### src/rtl/passcode_ctrl.sv
// Passcode lock sequencer: collects four button digits, compares them against CODE and drives
// the display state/correct/show lines. Lockout after repeated failures is built when PASSCODE_LOCKOUT_EN is defined.
module passcode_ctrl #(
    parameter logic [7:0] CODE          = 8'b00_01_10_11,
    parameter int         HOLD_CYCLES   = 100_000_000,
    parameter int         ENTRY_TIMEOUT = 500_000_000,
    parameter int         MAX_FAIL      = 3,
    parameter int         LOCK_CYCLES   = 1_000_000_000
) (
    input  logic       clk_i,
    input  logic       rst_i,
    input  logic [3:0] btn_i,
    output logic [2:0] state_o,
    output logic       correct_o,
    output logic       show_o,
    output logic       locked_o
);

    typedef enum logic [2:0] {
        S_IDLE = 3'b000,
        S_GOT1 = 3'b001,
        S_GOT2 = 3'b010,
        S_GOT3 = 3'b100,
        S_PASS = 3'b011,
        S_FAIL = 3'b111,
        S_LOCK = 3'b110
    } state_t;

    localparam int DWELL_A   = (HOLD_CYCLES > ENTRY_TIMEOUT) ? HOLD_CYCLES : ENTRY_TIMEOUT;
    localparam int DWELL_MAX = (DWELL_A > LOCK_CYCLES) ? DWELL_A : LOCK_CYCLES;
    localparam int DW        = $clog2(DWELL_MAX + 1);

    state_t          state_q, state_d;
    logic [3:0]      btn_q;
    logic            mismatch_q, mismatch_d;
    logic [DW-1:0]   dwell_q, dwell_d;
    logic            correct_q, show_q;

    logic [3:0]      rise;
    logic            press;
    logic            digit_ok;
    logic [1:0]      digit;
    logic [1:0]      exp_digit;
    logic            wrong;
    logic            hold_done;
    logic            entry_expired;
    logic            lock_done;

`ifdef PASSCODE_LOCKOUT_EN
    localparam int FW = $clog2(MAX_FAIL + 1);
    logic [FW-1:0]   fail_q, fail_d;
    logic            locked_q;
`endif

    always_comb begin
        rise     = btn_i & ~btn_q;
        press    = |rise;
        digit_ok = $onehot(rise);
        digit    = 2'd0;
        for (int i = 0; i < 4; i++) begin
            if (rise[i]) digit = 2'(i);
        end
        case (state_q)
            S_GOT1:  exp_digit = CODE[5:4];
            S_GOT2:  exp_digit = CODE[3:2];
            S_GOT3:  exp_digit = CODE[1:0];
            default: exp_digit = CODE[7:6];
        endcase
        wrong         = !digit_ok || (digit != exp_digit);
        hold_done     = (dwell_q == DW'(HOLD_CYCLES - 1));
        entry_expired = (dwell_q == DW'(ENTRY_TIMEOUT - 1));
        lock_done     = (dwell_q == DW'(LOCK_CYCLES - 1));
    end

    always_comb begin
        state_d    = state_q;
        mismatch_d = mismatch_q;
        dwell_d    = (dwell_q == '1) ? dwell_q : dwell_q + 1'b1;
`ifdef PASSCODE_LOCKOUT_EN
        fail_d     = fail_q;
`endif
        case (state_q)
            S_IDLE: begin
                if (press) begin
                    state_d    = S_GOT1;
                    mismatch_d = wrong;
                end
            end
            S_GOT1, S_GOT2: begin
                if (press) begin
                    state_d    = (state_q == S_GOT1) ? S_GOT2 : S_GOT3;
                    mismatch_d = mismatch_q | wrong;
                end else if (entry_expired) begin
                    state_d = S_IDLE;
                end
            end
            S_GOT3: begin
                if (press) begin
                    mismatch_d = mismatch_q | wrong;
                    if (mismatch_q || wrong) begin
                        state_d = S_FAIL;
`ifdef PASSCODE_LOCKOUT_EN
                        fail_d  = (fail_q == '1) ? fail_q : fail_q + 1'b1;
`endif
                    end else begin
                        state_d = S_PASS;
`ifdef PASSCODE_LOCKOUT_EN
                        fail_d  = '0;
`endif
                    end
                end else if (entry_expired) begin
                    state_d = S_IDLE;
                end
            end
            S_PASS: begin
                if (hold_done) state_d = S_IDLE;
            end
            S_FAIL: begin
                if (hold_done) begin
`ifdef PASSCODE_LOCKOUT_EN
                    if (fail_q >= FW'(MAX_FAIL)) begin
                        state_d = S_LOCK;
                        fail_d  = '0;
                    end else begin
                        state_d = S_IDLE;
                    end
`else
                    state_d = S_IDLE;
`endif
                end
            end
            S_LOCK: begin
                if (lock_done) begin
                    state_d = S_IDLE;
`ifdef PASSCODE_LOCKOUT_EN
                    fail_d  = '0;
`endif
                end
            end
            default: state_d = S_IDLE;
        endcase
        // every accepted press also changes state, so this covers both clear conditions
        if (state_d != state_q) dwell_d = '0;
    end

    always_ff @(posedge clk_i or posedge rst_i) begin
        if (rst_i) begin
            state_q    <= S_IDLE;
            btn_q      <= 4'b0000;
            mismatch_q <= 1'b0;
            dwell_q    <= '0;
            correct_q  <= 1'b0;
            show_q     <= 1'b0;
`ifdef PASSCODE_LOCKOUT_EN
            fail_q     <= '0;
            locked_q   <= 1'b0;
`endif
        end else begin
            state_q    <= state_d;
            btn_q      <= btn_i;
            mismatch_q <= mismatch_d;
            dwell_q    <= dwell_d;
            correct_q  <= (state_d == S_PASS);
            show_q     <= (state_d != S_IDLE);
`ifdef PASSCODE_LOCKOUT_EN
            fail_q     <= fail_d;
            locked_q   <= (state_d == S_LOCK);
`endif
        end
    end

    assign state_o   = state_q;
    assign correct_o = correct_q;
    assign show_o    = show_q;
`ifdef PASSCODE_LOCKOUT_EN
    assign locked_o  = locked_q;
`else
    assign locked_o  = 1'b0;
`endif

endmodule

### config.mk
export PLATFORM = sky130hd
export DESIGN_NAME = passcode_ctrl
export DESIGN_NICKNAME = d
export VERILOG_FILES = /design/src/rtl/passcode_ctrl.sv
export SDC_FILE = /design/constraint.sdc
export NUM_CORES = 1
export LEC_CHECK = 0
export ABC_AREA = 0
export CAP_MARGIN = 10
export CORE_ASPECT_RATIO = 2
export CORE_UTILIZATION = 45
export CTS_BUF_LIST = sky130_fd_sc_hd__clkbuf_4
export DETAILED_ROUTE_END_ITERATION = 7
export PLACE_DENSITY_LB_ADDON = 0.12
export RECOVER_POWER = 50
export SYNTH_ARGS = -nofsm -noshare
export SYNTH_HDL_FRONTEND = slang
export SYNTH_SLANG_ARGS = --single-unit
### constraint.sdc
create_clock -name clk_i -period 6.8 [get_ports clk_i]
set_clock_uncertainty 0.2 [all_clocks]
set_input_delay 1.36 -clock clk_i [delete_from_list [all_inputs] [get_ports clk_i]]
set_output_delay 1.36 -clock clk_i [all_outputs]
set_load 0.01 [all_outputs]
==> reports/metrics.yaml, run 1 <==
grtUsageMet3_pct: 4.18
crit_arrival_ps: 4100
yosysWarnings: 0
use_met2_pct: 39.9
grt_max_degree: 41
die_area_um2: 5650
vdd_drop_max_mv: 0.239
post-route-period-util_pct: 59.9
cts_max_path_buffers: 2
ioPinCount: 12
synthesis.nets: 279
grt_pass1_vias: 1983
first_iter_violations: 46
via_count: 2015
reg2reg_slack_ps: 3640
top_usage_layer: "met2"
viasPerCell: 6.09
drive_above_1_share_pct: 4.40
synth_top_area_cell: "dfrtp_1"
antenna_left: 0
grt_setup_unrepaired: "no"
relSlewSlack_pct: -48.5
dr.pass1.iters: 4
grt_pass1_wl_um: 9180
ys.flop_type: "dfrtp_1"
drv_cap: 1
status: "finished with violations"
gp_congestion: 0.825
cp_max_fo: 3
route.detailed.drc: 0
tns_ps: 0
critPathLaunchType: "primary input"
tritoncts: "built"
fin_nets: 283
netlist.area_leader.share_pct: 41.7
synth-edff-count: 0
syn_avg_cell_area_um2: 8.96
ys_seq_area_share_pct: 41.7
p_per_area_nw_per_um2: 252
totalWireLength_um: 5610
cts_buffers: 5
area_growth_pct: 6.25
p_leak_nw: 1.02
max_freq_mhz: 245
use_met1_pct: 22.7
crit_required_ps: 6830
holdBufCountCts: 0
synth_cell_types: 49
core_area_um2: 5140
synthArstFlopShare_pct: 100
globalRouteOverflowTotal: 0
cts_max_level: 2
antennaDiodeCount: 0
dpl.hpwl_um: 4060
clock-sinks: 40
setup-violations-final: 0
die_y_um: 105
synthCells: 268
tightestPinTransition_ps: 2230
fin_crit_ps: 4070
antenna_found_initial: 0
hold_viol: 0
post_cts_buffers: 0
syn_area_um2: 2400
final-max-slew-violation-count: 41
row_count: 37
cp-end-kind: "register"
power_mw: 0.644
yosys-top-cells-area: "dfrtp_1, xor2_1, nor2_1"
port_buffers: 10
path_clk_slew_ps: 110
clk_latency_ps: 360
violations: "max-capacitance violations, max-slew violations"
wl_per_cell_um: 17.0
crit_type: "in -> reg"
post_cts_resized: 0
root_buffer: "clkbuf_4"
die_w_um: 53.7
initial_core_util_pct: 46.7
ys_ff_latch: 40
min_path_type: "reg -> reg"
grt.total_usage_pct: 22.6
kinds of logic after synthesis:
family,after synthesis,synth area share (%)
buffers and inverters,25,5.32
other,1,0.156
flip-flops,40,41.7
multiplexers,3,1.30
AO/OA/AOI/OAI,28,8.18
adder cells (fa/ha/maj),6,3.34
XOR/XNOR,22,8.02
AND/OR/NAND/NOR,143,32.0
registers in the layout (all words and copies together) (netlist names):
register / flops
btn_q: 4
correct_o: 1
mismatch_q: 1
dwell_q: 30
state_o: 3
show_o: 1
synth_stat cells, types with 3 or more instances:
library cell,instances
o21ai_0,7
nand4b_1,3
clkbuf_1,10
inv_1,10
or4_1,4
and4_1,6
xor2_1,17
nand2b_1,9
dfrtp_1,40
nor3_1,11
and2_1,3
nand3_1,23
and3_1,3
nand2_1,13
a21oi_1,5
buf_6,4
or3_1,6
ha_1,4
nor2_1,39
nand3b_1,4
xnor2_1,5
nand4_1,11
power breakdown:
part / leakage [nW] / switching (mW) / internal (mW)
clock network: 0.0338 / 0.0758 / 0.0478
registers: 0.534 / 0.0359 / 0.258
logic: 0.456 / 0.135 / 0.0915
cell type report:
| class | count | area, um2 |
|---|---|---|
| Fill cell | 517 | 2590 |
| Multi-Input combinational cell | 203 | 1270 |
| Sequential cell | 40 | 1000 |
| Timing Repair Buffer | 12 | 111 |
| Tap cell | 58 | 72.6 |
| Clock buffer | 7 | 52.6 |
| Inverter | 10 | 37.5 |
| Clock inverter | 1 | 3.75 |
placed cells by master (no fill, tap or decap), drive strengths merged, types with 2 or more instances in the layout:
| cell type | instances |
|---|---|
| inv | 10 |
| and2 | 3 |
| a41oi | 2 |
| clkdlybuf4s50 | 5 |
| nand2b | 9 |
| nor4 | 2 |
| clkbuf | 8 |
| nand4b | 3 |
| nand3 | 23 |
| nand3b | 4 |
| dlygate4sd3 | 5 |
| xnor2 | 5 |
| or4 | 4 |
| ha | 4 |
| dfrtp | 40 |
| nor3 | 11 |
| xor2 | 17 |
| nor4bb | 2 |
| or3 | 6 |
| o21ai | 7 |
| nand4 | 11 |
| and4 | 6 |
| nor2 | 39 |
| and3 | 3 |
| o211ai | 2 |
| nand2 | 13 |
| a21oi | 5 |
| mux2i | 2 |
worst paths after layout:
check | end | startpoint | cells past startpoint
max | show_o | btn_i[1] | 11
min in group asynchronous | btn_q[1] | rst_i | 3
max in group asynchronous | dwell_q[9] | rst_i | 3
min reg2reg | dwell_q[1] | dwell_q[1] | 2
min | dwell_q[1] | dwell_q[1] | 2
max reg2reg | dwell_q[21] | dwell_q[0] | 7
routing by layer:
layer	part of all wire, %	routed length [um]
met3	2.1	116
met5	0	0
met4	4.9	273
met2	56	3150
met1	37	2070
worst max-delay path, stage by stage:
cell and delay, ps:
dlygate4sd3_1 530, nor2b_1 270, fa_1 470, ha_1 200, ha_1 260, nor2_1 110
nand2_1 60, a41oi_1 280, nand3_1 130, a31o_2 280, nand3b_1 150
metrics by stage:
stage / cells / util, % / hold slack (ps) / cell area (um2) / setup slack, ps
after floorplan: 268 / - / 304 / 2400 / 3140
after global placement: 323 / 48.6 / 324 / 2500 / 2460
after detailed placement: 323 / 48.6 / 333 / 2500 / 2390
after CTS: 331 / 49.7 / 362 / 2550 / 2800
after global routing: 331 / 49.6 / 389 / 2550 / 2580
final: 331 / 49.6 / 363 / 2550 / 2730
Note: power is estimated with default switching activity, not from simulation.
==> run 2: changes to the inputs <==
- clock period: 6.8 -> 4.2 ns (I/O delays scaled with it)
==> reports/metrics.yaml, run 2 (synthesis gave the netlist of run 1 again) <==
status: "finished clean"
drive_above_1_share_pct: 4.40  # unchanged
row_count: 37  # unchanged
post-route-period-util_pct: 84.3
p_per_area_nw_per_um2: 410  # +63%
tightestPinTransition_ps: 1060  # -1160 ps
ioPinCount: 12  # unchanged
slowest_delay_ps: 550  # +20 ps
grt.total_usage_pct: 22.3  # -0.27 points
clk_latency_ps: 360  # about the same
final-max-slew-violation-count: 0  # -100%
initial_core_util_pct: 46.7  # unchanged
hold_viol: 0  # unchanged
final_cell_mix: "dfrtp_1, nor2_1, nand3_1"
use_met2_pct: 40.2  # +0.27 points
crit_type: "in -> reg"
max_freq_mhz: 282
nFillCells: 512  # -0.97%
grt_max_degree: 31  # -24%
grt_setup_unrepaired: "no"
dpl.hpwl_um: 4120  # +1.4%
post_cts_buffers: 0  # unchanged
via_count: 1906  # -5.4%
switchingPower_mw: 0.403  # +64%
clock-sinks: 40  # unchanged
fin_crit_ps: 3540
gp_congestion: 0.865  # +4.9%
mostFrequentLayoutCell: "dfrtp_1"
seq_power_share_pct: 45.7  # about the same
pwr-share-clk_pct: 19.2  # about the same
grt_pass1_wl_um: 9040  # -1.5%
slowest_stage: "dlygate4sd3_1"
path_buf_inv: 2  # +1
crit_required_ps: 4240  # -2590 ps
viasPerCell: 5.76  # -5.4%
placed_cells: 323  # unchanged
crit_arrival_ps: 3580  # -520 ps
path_clk_slew_ps: 110  # about the same
crit_top_cell: "ha_1"
min_path_type: "reg -> reg"
final_cell_area_um2: 2550  # unchanged
tns_ps: 0  # unchanged
port_buffers: 10  # unchanged
relSlewSlack_pct: 29.2  # +78 points
critPathLaunchType: "primary input"
largest_reg_flops: 30  # unchanged
totalWireLength_um: 5570  # -0.82%
dr.pass1.iters: 4  # unchanged
place_area_um2: 2500  # unchanged
top_usage_layer: "met2"
post_cts_resized: 0  # unchanged
cts_max_level: 2  # unchanged
wl_per_cell_um: 16.8  # -0.82%
grtUsageMet3_pct: 4.91  # +0.72 points
setup-violations-final: 0  # unchanged
crit_family: "adder cells"
die_w_um: 53.7  # unchanged
die_area_um2: 5650  # unchanged
antenna_left: 0  # unchanged
cp-end-kind: "register"
vdd_drop_max_mv: 0.376  # +57%
crit_chain: "dlygate4sd3_1 -> nand2b_1 -> inv_1 -> fa_1 -> ha_1 -> ha_1 -> nor2_1 -> nand2_1 -> a41oi_1 -> nand3_1 -> a31o_2 -> nand3b_1"
root_buffer: "clkbuf_4"
layoutNonFillerInstCount: 331  # unchanged
fin_nets: 283  # unchanged
p_comb_share_pct: 35.1  # about the same
cts_max_path_buffers: 2  # unchanged
p_leak_nw: 1.02  # unchanged
internal_power_mw: 0.644  # +62%
use_met1_pct: 21.5  # -1.1 points
first_iter_violations: 34  # -26%
globalRouteOverflowTotal: 0  # unchanged
grt_pass1_vias: 1912  # -3.6%
drv_cap: 0  # -1
cts_buffers: 5  # unchanged
core_area_um2: 5140  # unchanged
switching_share_pct: 38.5  # +0.27 points
area_growth_pct: 6.25  # unchanged
holdBufCountCts: 0  # unchanged
tritoncts: "built"
antenna_found_initial: 0  # unchanged
die_y_um: 105  # unchanged
route.detailed.drc: 0  # unchanged
cp_max_fo: 5  # +2
antennaDiodeCount: 0  # unchanged
max_flop_register: "dwell_q"
run 2: worst reg2reg max path: stages (launching register included):
cell and delay [ps]:
dfrtp_1 420, ha_1 250, and4_1 320, nand4_1 200, or3_1 600, nand4_1 490
or3_1 480, a21oi_1 140
run 2: power groups by stage:
stage / sequential, mW / clock (mW) / combinational, mW
floorplan: 0.456 / 0 / 0.322
global placement: 0.485 / 0 / 0.374
detailed placement: 0.485 / 0 / 0.376
CTS: 0.478 / 0.211 / 0.376
global route: 0.485 / 0.221 / 0.417
finish: 0.478 / 0.202 / 0.367
run 2: per-layer routing:
layer,routed length (um),part of all wire [%]
met4,207,3.7
met1,2070,37
met5,0,0
met3,94,1.7
met2,3190,57
run 2: through the flow:
step	hold WS (ps)	power, mW	setup WS, ps	utilization, %
detailed placement	334	0.862	341	48.6
global route	390	1.12	542	49.6
floorplan	304	0.778	1060	-
finish	361	1.05	658	49.6
global placement	322	0.859	370	48.6
CTS	362	1.06	741	49.7
run 2: path summary, 6_finish.rpt:
path,start,to,slack [ps],depth (start not counted)
max,btn_i[3],show_o,660,12
min,dwell_q[1],dwell_q[1],360,2
max reg2reg,dwell_q[0],dwell_q[21],1050,7
min reg2reg,dwell_q[1],dwell_q[1],360,2
max in group asynchronous,rst_i,dwell_q[12],1480,3
min in group asynchronous,rst_i,dwell_q[29],880,2
run 2: layout make-up:
cell class / count / area [um2] / share of cell area, %
clock buffers: 7 / 52.6 / 2.06
clock inverters: 1 / 3.75 / 0.147
inverters: 10 / 37.5 / 1.47
multi-input cells: 203 / 1270 / 49.9
flip-flops and latches: 40 / 1000 / 39.2
well taps: 58 / 72.6 / 2.84
repair buffers: 12 / 111 / 4.36
==> run 3: changes to the inputs <==
- clock period: 4.2 -> 3.5 ns (I/O delays scaled with it)
==> reports/metrics.yaml, run 3 (synthesis gave the netlist of run 1 again) <==
status: "finished clean"
switchingPower_mw: 0.488  # +21%
min_from: "dwell_q[1]"
clock-sinks: 40  # unchanged
cp_max_fo: 3  # -2
power_mw: 1.28  # +23%
first_iter_violations: 57  # +68%
critPathLaunchType: "primary input"
tritoncts: "built"
grt_pass1_wl_um: 9210  # +1.9%
crit_top_cell: "ha_1"
setup-violations-final: 0  # unchanged
vdd_drop_max_mv: 0.526  # +40%
max_flop_register: "dwell_q"
pwr-share-clk_pct: 18.1  # -1.1 points
nFillCells: 504  # -1.6%
drv_cap: 0  # unchanged
post_cts_resized: 0  # unchanged
min_path_type: "reg -> reg"
reg2reg_to: "dwell_q[5]"
gp_congestion: 0.821  # -5.0%
die_area_um2: 5650  # unchanged
crit_arrival_ps: 3310  # -270 ps
path_buf_inv: 2  # unchanged
post-route-period-util_pct: 93.7
crit_chain: "dlygate4sd3_1 -> nand2b_1 -> inv_1 -> fa_1 -> ha_1 -> ha_1 -> nor2_1 -> nand2_1 -> a41oi_1 -> nand3_1 -> a31o_2 -> nand3b_1"
hold_depth: 2  # unchanged
hold_viol: 0  # unchanged
root_buffer: "clkbuf_4"
via_count: 1964  # +3.0%
post_cts_buffers: 0  # unchanged
startpoint: "btn_i[0]"
reg2reg_slack_ps: 600  # -450 ps
dpl.hpwl_um: 4000  # -2.8%
crit_family: "adder cells"
final_util_pct: 50.7  # +1.1 points
final_cell_mix: "dfrtp_1, nor2_1, nand3_1"
grtUsageMet3_pct: 3.17  # -1.7 points
path_clk_slew_ps: 120  # about the same
drive_above_1_share_pct: 6.45  # +2.1 points
area_growth_pct: 8.55
relSlewSlack_pct: 34.8  # +5.6 points
viasPerCell: 5.83  # +1.2%
grt_setup_unrepaired: "no"
grt_pass1_vias: 2041  # +6.7%
cts_max_level: 2  # unchanged
p_leak_nw: 1.06  # +3.2%
globalRouteOverflowTotal: 0  # unchanged
mostFrequentLayoutCell: "dfrtp_1"
ioPinCount: 12  # unchanged
wl_per_cell_um: 16.2  # -3.5%
holdBufCountCts: 0  # unchanged
switching_share_pct: 38.0  # -0.50 points
port_buffers: 10  # unchanged
use_met2_pct: 40.6  # +0.45 points
die_w_um: 53.7  # unchanged
antenna_found_initial: 0  # unchanged
min_to: "dwell_q[1]"
clk_latency_ps: 350  # about the same
r2r-start: "dwell_q[18]"
antenna_left: 0  # unchanged
grt.total_usage_pct: 22.1  # -0.20 points
largest_reg_flops: 30  # unchanged
totalWireLength_um: 5470  # -1.7%
max_freq_mhz: 305
p_comb_share_pct: 37.3  # +2.2 points
core_area_um2: 5140  # unchanged
dr.pass1.iters: 4  # unchanged
seq_power_share_pct: 44.6  # -1.1 points
grt_max_degree: 31  # unchanged
fin_crit_ps: 3280
fin_nets: 290  # +2.5%
slowest_delay_ps: 550  # about the same
internal_power_mw: 0.795  # +24%
p_per_area_nw_per_um2: 492  # +20%
crit_required_ps: 3530  # -710 ps
die_y_um: 105  # unchanged
route.detailed.drc: 0  # unchanged
cts_buffers: 5  # unchanged
cp-end-kind: "register"
top_usage_layer: "met2"
cts_max_path_buffers: 2  # unchanged
antennaDiodeCount: 0  # unchanged
slowest_stage: "dlygate4sd3_1"
crit_type: "in -> reg"
tightestPinTransition_ps: 978  # -84.2 ps
initial_core_util_pct: 46.7  # unchanged
reg2reg_depth: 7  # unchanged
row_count: 37  # unchanged
final-max-slew-violation-count: 0  # unchanged
use_met1_pct: 22.7  # +1.2 points
## run 3: worst max-delay path by stage
| stage | end | slack, ps | cells past startpoint |
|---|---|---|---|
| final | show_o | 220 | 12 |
| after detailed placement | show_o | -110 | 11 |
| after global routing | correct_o | 100 | 12 |
| after global placement | show_o | -110 | 11 |
| after CTS | show_o | 270 | 11 |
| after floorplan | show_o | 500 | 10 |
## run 3: metrics by stage
| step | setup TNS, ps | std cells | hold slack [ps] | cell area, um2 | setup WS [ps] |
|---|---|---|---|---|---|
| floorplan | 0 | 268 | 304 | 2400 | 497 |
| global placement | -178 | 330 | 324 | 2560 | -106 |
| detailed placement | -188 | 330 | 332 | 2560 | -110 |
| CTS | 0 | 337 | 361 | 2610 | 265 |
| global route | 0 | 337 | 374 | 2610 | 104 |
| finish | 0 | 337 | 362 | 2610 | 221 |
## run 3: tightest hold or removal path, stage by stage, from the launching register on
cell,delay (ps)
dfrtp_1,380
mux2i_1,70
nor2_1,80
## run 3: final cells by class
| class | instances | area, um2 | share of cell area [%] |
|---|---|---|---|
| Clock buffer | 6 | 45.0 | 1.73 |
| Timing Repair Buffer | 19 | 173 | 6.63 |
| Clock inverter | 1 | 5.00 | 0.192 |
| Multi-Input combinational cell | 203 | 1270 | 48.8 |
| Tap cell | 58 | 72.6 | 2.78 |
| Inverter | 10 | 37.5 | 1.44 |
| Sequential cell | 40 | 1000 | 38.4 |
## run 3: per-layer routing
| metal | routed length (um) | up-vias |
|---|---|---|
| met4 | 157 | 0 |
| met3 | 97 | 11 |
| met1 | 2170 | 965 |
| met2 | 3050 | 25 |
| met5 | 0 | - |
| li1 | - | 963 |
## run 3: power by group through the flow
stage | Sequential [mW] | Clock, mW | Combinational (mW)
floorplan | 0.547 | 0 | 0.386
global placement | 0.580 | 0 | 0.488
detailed placement | 0.580 | 0 | 0.484
CTS | 0.571 | 0.241 | 0.487
global route | 0.579 | 0.257 | 0.532
finish | 0.572 | 0.232 | 0.479
